`src/rtl/pipeline_hazard_controller.sv`:
```
// Stall/flush sequencer for the 5-stage pipeline: memory waits, load-use,
// taken branches, multi-cycle mul/div occupancy and a saturating stall counter.
module pipeline_hazard_controller #(
    parameter int unsigned CNT_WIDTH         = 16,
    parameter int unsigned MULDIV_MAX_CYCLES = 34
) (
    input  logic                 clk,
    input  logic                 reset,
    input  logic                 imem_busywait,
    input  logic                 dmem_busywait,
    input  logic                 idex_mem_read,
    input  logic [4:0]           idex_rd,
    input  logic [4:0]           ifid_rs1,
    input  logic [4:0]           ifid_rs2,
    input  logic                 ifid_use_rs1,
    input  logic                 ifid_use_rs2,
    input  logic                 branch_taken,
    input  logic                 muldiv_start,
    input  logic                 muldiv_done,
    output logic                 stall_pc,
    output logic                 stall_ifid,
    output logic                 stall_idex,
    output logic                 stall_exmem,
    output logic                 stall_memwb,
    output logic                 flush_ifid,
    output logic                 flush_idex,
    output logic                 flush_exmem,
    output logic                 muldiv_timeout,
    output logic [1:0]           state,
    output logic [CNT_WIDTH-1:0] stall_count
);

    localparam int unsigned CYC_W = $clog2(MULDIV_MAX_CYCLES + 1);

    typedef enum logic [1:0] {
        ST_RUN    = 2'd0,
        ST_MULDIV = 2'd1
    } state_e;

    state_e               state_q, state_d;
    logic [CYC_W-1:0]     cyc_q, cyc_d;
    logic [CYC_W-1:0]     cyc_inc;
    logic                 timeout_q, timeout_d;
    logic [CNT_WIDTH-1:0] cnt_q, cnt_d;
    logic                 load_use;

    // Load in EX whose destination feeds a source operand of the ID instruction
    assign load_use = idex_mem_read && (idex_rd != 5'd0) &&
                      ((ifid_use_rs1 && (ifid_rs1 == idex_rd)) ||
                       (ifid_use_rs2 && (ifid_rs2 == idex_rd)));

    assign cyc_inc = cyc_q + CYC_W'(1);

    // Prioritised hazard resolution: control outputs and next-state values
    always_comb begin
        stall_pc    = 1'b0;
        stall_ifid  = 1'b0;
        stall_idex  = 1'b0;
        stall_exmem = 1'b0;
        stall_memwb = 1'b0;
        flush_ifid  = 1'b0;
        flush_idex  = 1'b0;
        flush_exmem = 1'b0;
        state_d     = state_q;
        cyc_d       = cyc_q;
        timeout_d   = timeout_q;

        if (dmem_busywait) begin
            // Whole pipeline freezes; mul/div progress is frozen too
            stall_pc    = 1'b1;
            stall_ifid  = 1'b1;
            stall_idex  = 1'b1;
            stall_exmem = 1'b1;
            stall_memwb = 1'b1;
        end else if (state_q == ST_MULDIV) begin
            if (muldiv_done) begin
                state_d = ST_RUN;
                cyc_d   = '0;
            end else begin
                stall_pc    = 1'b1;
                stall_ifid  = 1'b1;
                stall_idex  = 1'b1;
                flush_exmem = 1'b1;
                if (cyc_inc == CYC_W'(MULDIV_MAX_CYCLES)) begin
                    timeout_d = 1'b1;
                    state_d   = ST_RUN;
                    cyc_d     = '0;
                end else begin
                    cyc_d = cyc_inc;
                end
            end
        end else if (branch_taken) begin
            // PC must load the target even while instruction memory is busy
            flush_ifid = 1'b1;
            flush_idex = 1'b1;
        end else if (muldiv_start) begin
            if (!muldiv_done) begin
                stall_pc    = 1'b1;
                stall_ifid  = 1'b1;
                stall_idex  = 1'b1;
                flush_exmem = 1'b1;
                state_d     = ST_MULDIV;
                cyc_d       = CYC_W'(1);
            end
        end else if (load_use) begin
            stall_pc   = 1'b1;
            stall_ifid = 1'b1;
            flush_idex = 1'b1;
        end else if (imem_busywait) begin
            stall_pc   = 1'b1;
            flush_ifid = 1'b1;
        end

        // Reset holds every stage in a bubble
        if (!reset) begin
            stall_pc    = 1'b0;
            stall_ifid  = 1'b0;
            stall_idex  = 1'b0;
            stall_exmem = 1'b0;
            stall_memwb = 1'b0;
            flush_ifid  = 1'b1;
            flush_idex  = 1'b1;
            flush_exmem = 1'b1;
        end

        cnt_d = (stall_pc && (cnt_q != '1)) ? cnt_q + CNT_WIDTH'(1) : cnt_q;
    end

    // State, mul/div cycle counter, sticky timeout and stall counter
    always_ff @(posedge clk or negedge reset) begin
        if (!reset) begin
            state_q   <= ST_RUN;
            cyc_q     <= '0;
            timeout_q <= 1'b0;
            cnt_q     <= '0;
        end else begin
            state_q   <= state_d;
            cyc_q     <= cyc_d;
            timeout_q <= timeout_d;
            cnt_q     <= cnt_d;
        end
    end

    assign state          = 2'(state_q);
    assign muldiv_timeout = timeout_q;
    assign stall_count    = cnt_q;

endmodule

```
`config.mk`:
```
export PLATFORM = sky130hd
export DESIGN_NAME = pipeline_hazard_controller
export DESIGN_NICKNAME = d
export VERILOG_FILES = /design/src/rtl/pipeline_hazard_controller.sv
export SDC_FILE = /design/constraint.sdc
export NUM_CORES = 1
export LEC_CHECK = 0
export BUFFER_PORTS_ARGS = -buffer_cell sky130_fd_sc_hd__clkbuf_2
export CORE_ASPECT_RATIO = 0.6
export CORE_UTILIZATION = 30
export DETAILED_ROUTE_END_ITERATION = 8
export GPL_TIMING_DRIVEN = 1
export SYNTH_ARGS = -nofsm -noshare
export SYNTH_HDL_FRONTEND = slang
export SYNTH_SLANG_ARGS = --single-unit
```
`constraint.sdc`:
```
create_clock -name clk -period 3.75 [get_ports clk]
set_clock_uncertainty 0.1 [all_clocks]
set_input_delay 0.1875 -clock clk [delete_from_list [all_inputs] [get_ports clk]]
set_output_delay 0.1875 -clock clk [all_outputs]
set_load 0.01 [all_outputs]
```
# Word level (Yosys, flattened, before mapping)
# Cells that the tools add are included.
[word_totals]
input_bits = 25
wordCells = 73
output_inout_bits = 27
ff_bits = 25
[classes]
eq_ne = 8
add_sub_neg = 2
mux = 46
reduce_logical = 11
bitwise = 2
[ops]
columns = ["operator", "count"]
rows = [
  ["6-bit 2-to-1 mux", 6],
  ["1-bit 2-to-1 mux", 34],
  ["16-bit by 1-bit adder with 16-bit output, second input constant", 1],
  ["16-bit inequality test, second input constant", 1],
  ["2-bit 2-to-1 mux", 6],
  ["5-bit == test", 2],
  ["4-bit AND reduction", 2],
  ["6-bit by 1-bit adder with 6-bit output, second input constant", 1],
  ["6-bit == test, second input constant", 1],
  ["1-bit logical AND", 5],
  ["5-bit AND reduction", 1],
  ["5-bit nonzero test", 1],
  ["2-bit by 1-bit inequality test with 1-bit output, second input constant", 2],
  ["3-bit by 2-bit inequality test with 1-bit output, second input constant", 1],
  ["2-bit by 1-bit == test with 1-bit output, second input constant", 1],
  ["1-bit NOT", 2],
  ["2-bit nonzero test", 1],
  ["1-bit logical OR", 1],
]

# Logic depth before layout (Yosys ltp)
[depth]
ltp_word = 11
ltp_mapped = 7
depth_no_buf = 7

# Worst setup path before layout
# No wires, ideal clock.
[synth_path]
path_kind = "reg-to-reg"
from = "register cnt_q[0], in the netlist stall_count[0]"
to = "register cnt_q[1], in the netlist stall_count[1]"
path_stages_with_launch = 8
t_required_ps = 3525
arrival_ps = 1755
setup_slack_ps = 1770
n_path_buf = 0
cell_sequence = "dfrtp_1 > ha_1 > nand2_1 > nor2_1 > nand3_1 > nand3_2 > and2_1 > mux2_2"
[synth_via]
elab_chain_cells = 2
elab_cells_between_ends = 3
[synth_rtl]
columns = ["element", "line", "source"]
rows = [
  ["start: declaration", "44", "logic [CNT_WIDTH-1:0] cnt_q, cnt_d;"],
  ["start signal: assignment", "140", "cnt_q <= cnt_d;"],
  ["parallel branches: the longest is 2 deep, another holds 16-bit by 1-bit adder with 16-bit output", "-", ""],
]
# Several ways; the timed one is not identified.
# A chain may end at the register's enable or synchronous reset.

# Worst setup path in the final report
# Ends and elaborated chain as after synthesis.

==> impl_metrics.tcl <==
set metrics [dict create \
    status "finished, final reports clean" \
    p_int_uw 501 \
    grtUsageMet1_pct 22.9 \
    cts_buffers 3 \
    switching_power_uw 303 \
    period_minus_slack_ns 2.18 \
    instances_no_fill 279 \
    antenna_found_initial 0 \
    yosysTopAreaCell "dfrtp_1" \
    ys_seq_area_share_pct 39.4 \
    final_cell_area_sq_mm 0.00189 \
    path_clk_slew_ns 0.08 \
    pin_count 52 \
    finalSetupViolCount 0 \
    place_area_sq_mm 0.00184 \
    cp_slowest_stage_delay_ns 0.42 \
    via_count 1346 \
    gr-usage-met2_pct 16.7 \
    finalCritPeriodShare_pct 58.1 \
    min_path_type "in2reg" \
    worst-path-buf-inv 0 \
    clock_sinks 24 \
    tightest_slew_ns 0.736 \
    dp.cells 275 \
    async_reset_ff_share_pct 100 \
    htree_num_levels 1 \
    crit_path_max_fanout 9 \
    sw_frac_of_total_pct 37.7 \
    grt_pass1_wl_um 5730 \
    slew_violations 0 \
    hold_viol 0 \
    cap_violations 0 \
    die_h_um 57.2 \
    layout_common_cells "clkbuf_2, dfrtp_1, nand2_1" \
    critPathKind "reg2reg" \
    irDropWorstVdd_v 0.000262 \
    start_kind "flip-flop" \
    ys_seq_elements 24 \
    use_met3_pct 4.13 \
    rows 19 \
    p_per_area_mw_per_mm2 425 \
    regArea_sq_um 601 \
    drtIter0Drc 77 \
    drc 0 \
    cts_root_buf "clkbuf_8" \
    clk_latency_ns 0.27 \
    grt_usage_pct 13.9 \
    cts_buffer_depth 2 \
    drive_above_1_share_pct 28.7 \
    required_ns 3.81 \
    area_growth_pct 24.0 \
    portBuffers 50 \
    path_cells "ha_1 -> nand2_1 -> nor2_1 -> nand3_1 -> nand3_2 -> and2_1 -> mux2_2" \
    post-cts-setup-buffers 0 \
    p_clk_share_pct 19.0 \
    hold_slack_ns 0.203 \
    final_common_cell "clkbuf_2" \
    synth_edf_count 0 \
    synth_top_area_share_pct 39.4 \
    yosysWarnings 0 \
    syn-instance-count 165 \
    cp-end-kind "flip-flop" \
    fill_cells 500 \
    start_util_pct 32.2 \
    arrival_ns 2.23 \
    multi_input_area_sq_um 882 \
    die-area_sq_mm 0.00538 \
    die_x_um 94.0 \
    gr-total-overflow 0 \
    leakagePower_nw 0.891 \
    worst_path_max_delay_cell "dfrtp_1" \
    nets 246 \
    crit_family "simple AND/OR/NAND/NOR gates" \
    gp_congestion 0.812 \
    synth_cell_types 36 \
    grt_pass1_vias 1146 \
    cts_resized 0 \
    finalSetupTns_ns 0 \
    routed_wire_length_per_instance_um 12.5 \
    num_antenna_cells 0 \
    dp_hpwl_um 2840 \
    synthFlopType "dfrtp_1" \
    antenna_left 0 \
    grt_max_degree 24 \
    cts_tree "built" \
    first_pass_iters 4 \
    syn_area_per_cell_sq_um 9.24 \
    max_freq_mhz 459 \
    synth_area_sq_mm 0.00152 \
    p_seq_share_pct 48.5 \
    ys_top_cells_by_area "dfrtp_1, xor2_1, xnor2_1" \
    maxSlewHeadroom_pct 50.4 \
    vias_per_cell 4.82 \
    rsz0062_at_grt "false" \
    core-area_sq_mm 0.00473 \
    power.share.combinational_pct 32.5 \
    syn-num-nets 193 \
    wl_um 3500 \
    gr-max-usage-layer "met1" \
]
## cell type report
type,count,share of cell area [%]
Clock buffer,3,2.19
Inverter,5,0.993
Multi-Input combinational cell,132,46.7
Sequential cell,24,31.8
Tap cell,63,4.17
Timing Repair Buffer,52,14.2
## per-stage QoR
stage / worst slack (ns) / util (%) / total power, mW
2_1_floorplan: 1.77 / - / 0.547
3_3_place_gp: 1.63 / 38.9 / 0.657
3_5_place_dp: 1.58 / 38.9 / 0.657
4_1_cts: 1.57 / 39.9 / 0.814
5_1_grt: 1.36 / 39.9 / 0.864
6_report: 1.57 / 39.9 / 0.804
## final timing paths
path	start	end	slack, ns	cells after the start
hold reg to reg	muldiv_timeout	muldiv_timeout	0.38	1
min in group asynchronous	reset	cyc_q[2]	0.24	2
max in group asynchronous	reset	stall_count[11]	2.72	3
setup reg to reg	stall_count[0]	stall_count[1]	1.57	7
setup / recovery	stall_count[0]	stall_count[1]	1.57	7
hold / removal	dmem_busywait	state[0]	0.20	3
## sequential cells by signal (all words and copies together), names as in the netlist
register and flops:
muldiv_timeout 1, state 1, cyc_q 6, stall_count 16
## tightest hold or removal path, cell delays in order
cell	delay [ns]
clkbuf_2	0.14
inv_1	0.12
a31oi_1	0.09
## synth_stat cells, types with 2 or more instances
library cell	count
a31oi_1	2
and3_1	3
nor4_1	3
inv_1	5
a211oi_1	2
mux2_2	2
nand4_1	5
a21boi_0	2
nand2_1	21
o31ai_1	5
and2_1	3
nand3_1	7
clkbuf_1	2
dfrtp_1	24
xor2_1	15
nor3_1	5
a21oi_1	9
ha_1	3
o21ai_0	8
xnor2_1	12
buf_4	2
nor2_1	11
## cells by family (layout without fill, tap and decap cells)
group	Yosys count	count (layout)	share of synthesized area (%)
adders and majority gates	3	3	2.46
and+or+nand+nor	63	63	21.0
muxes	2	2	1.48
DFF	24	24	39.4
other	1	1	0.246
buffers and inverters	9	60	2.71
xor gates and xnor gates	27	27	15.5
AOI/OAI and AO/OA	36	36	17.2
## power groups by stage
stage                     clock network [mW]  logic, mW  registers [mW]
final                                  0.153      0.261           0.389
after global routing                   0.166      0.299           0.399
after CTS                              0.159      0.266           0.388
after detailed placement                   0      0.264           0.394
after global placement                     0      0.264           0.394
after floorplan                            0      0.157           0.390
## routing by layer
layer  share of wire, %  wire (um)  vias to the layer above
li1                   -          -                      685
met1                 55       1940                      610
met2                 36       1260                       49
met3                8.1        283                        2
met4               0.51         18                        0
met5                  0          0                        -
## timing repair
item / in CTS / in global routing
setup endpoints to repair: 0 / 0
hold buffers: 1 / 0
hold endpoints to repair: 7 / 0
Note: power is estimated with default switching activity, not from simulation.
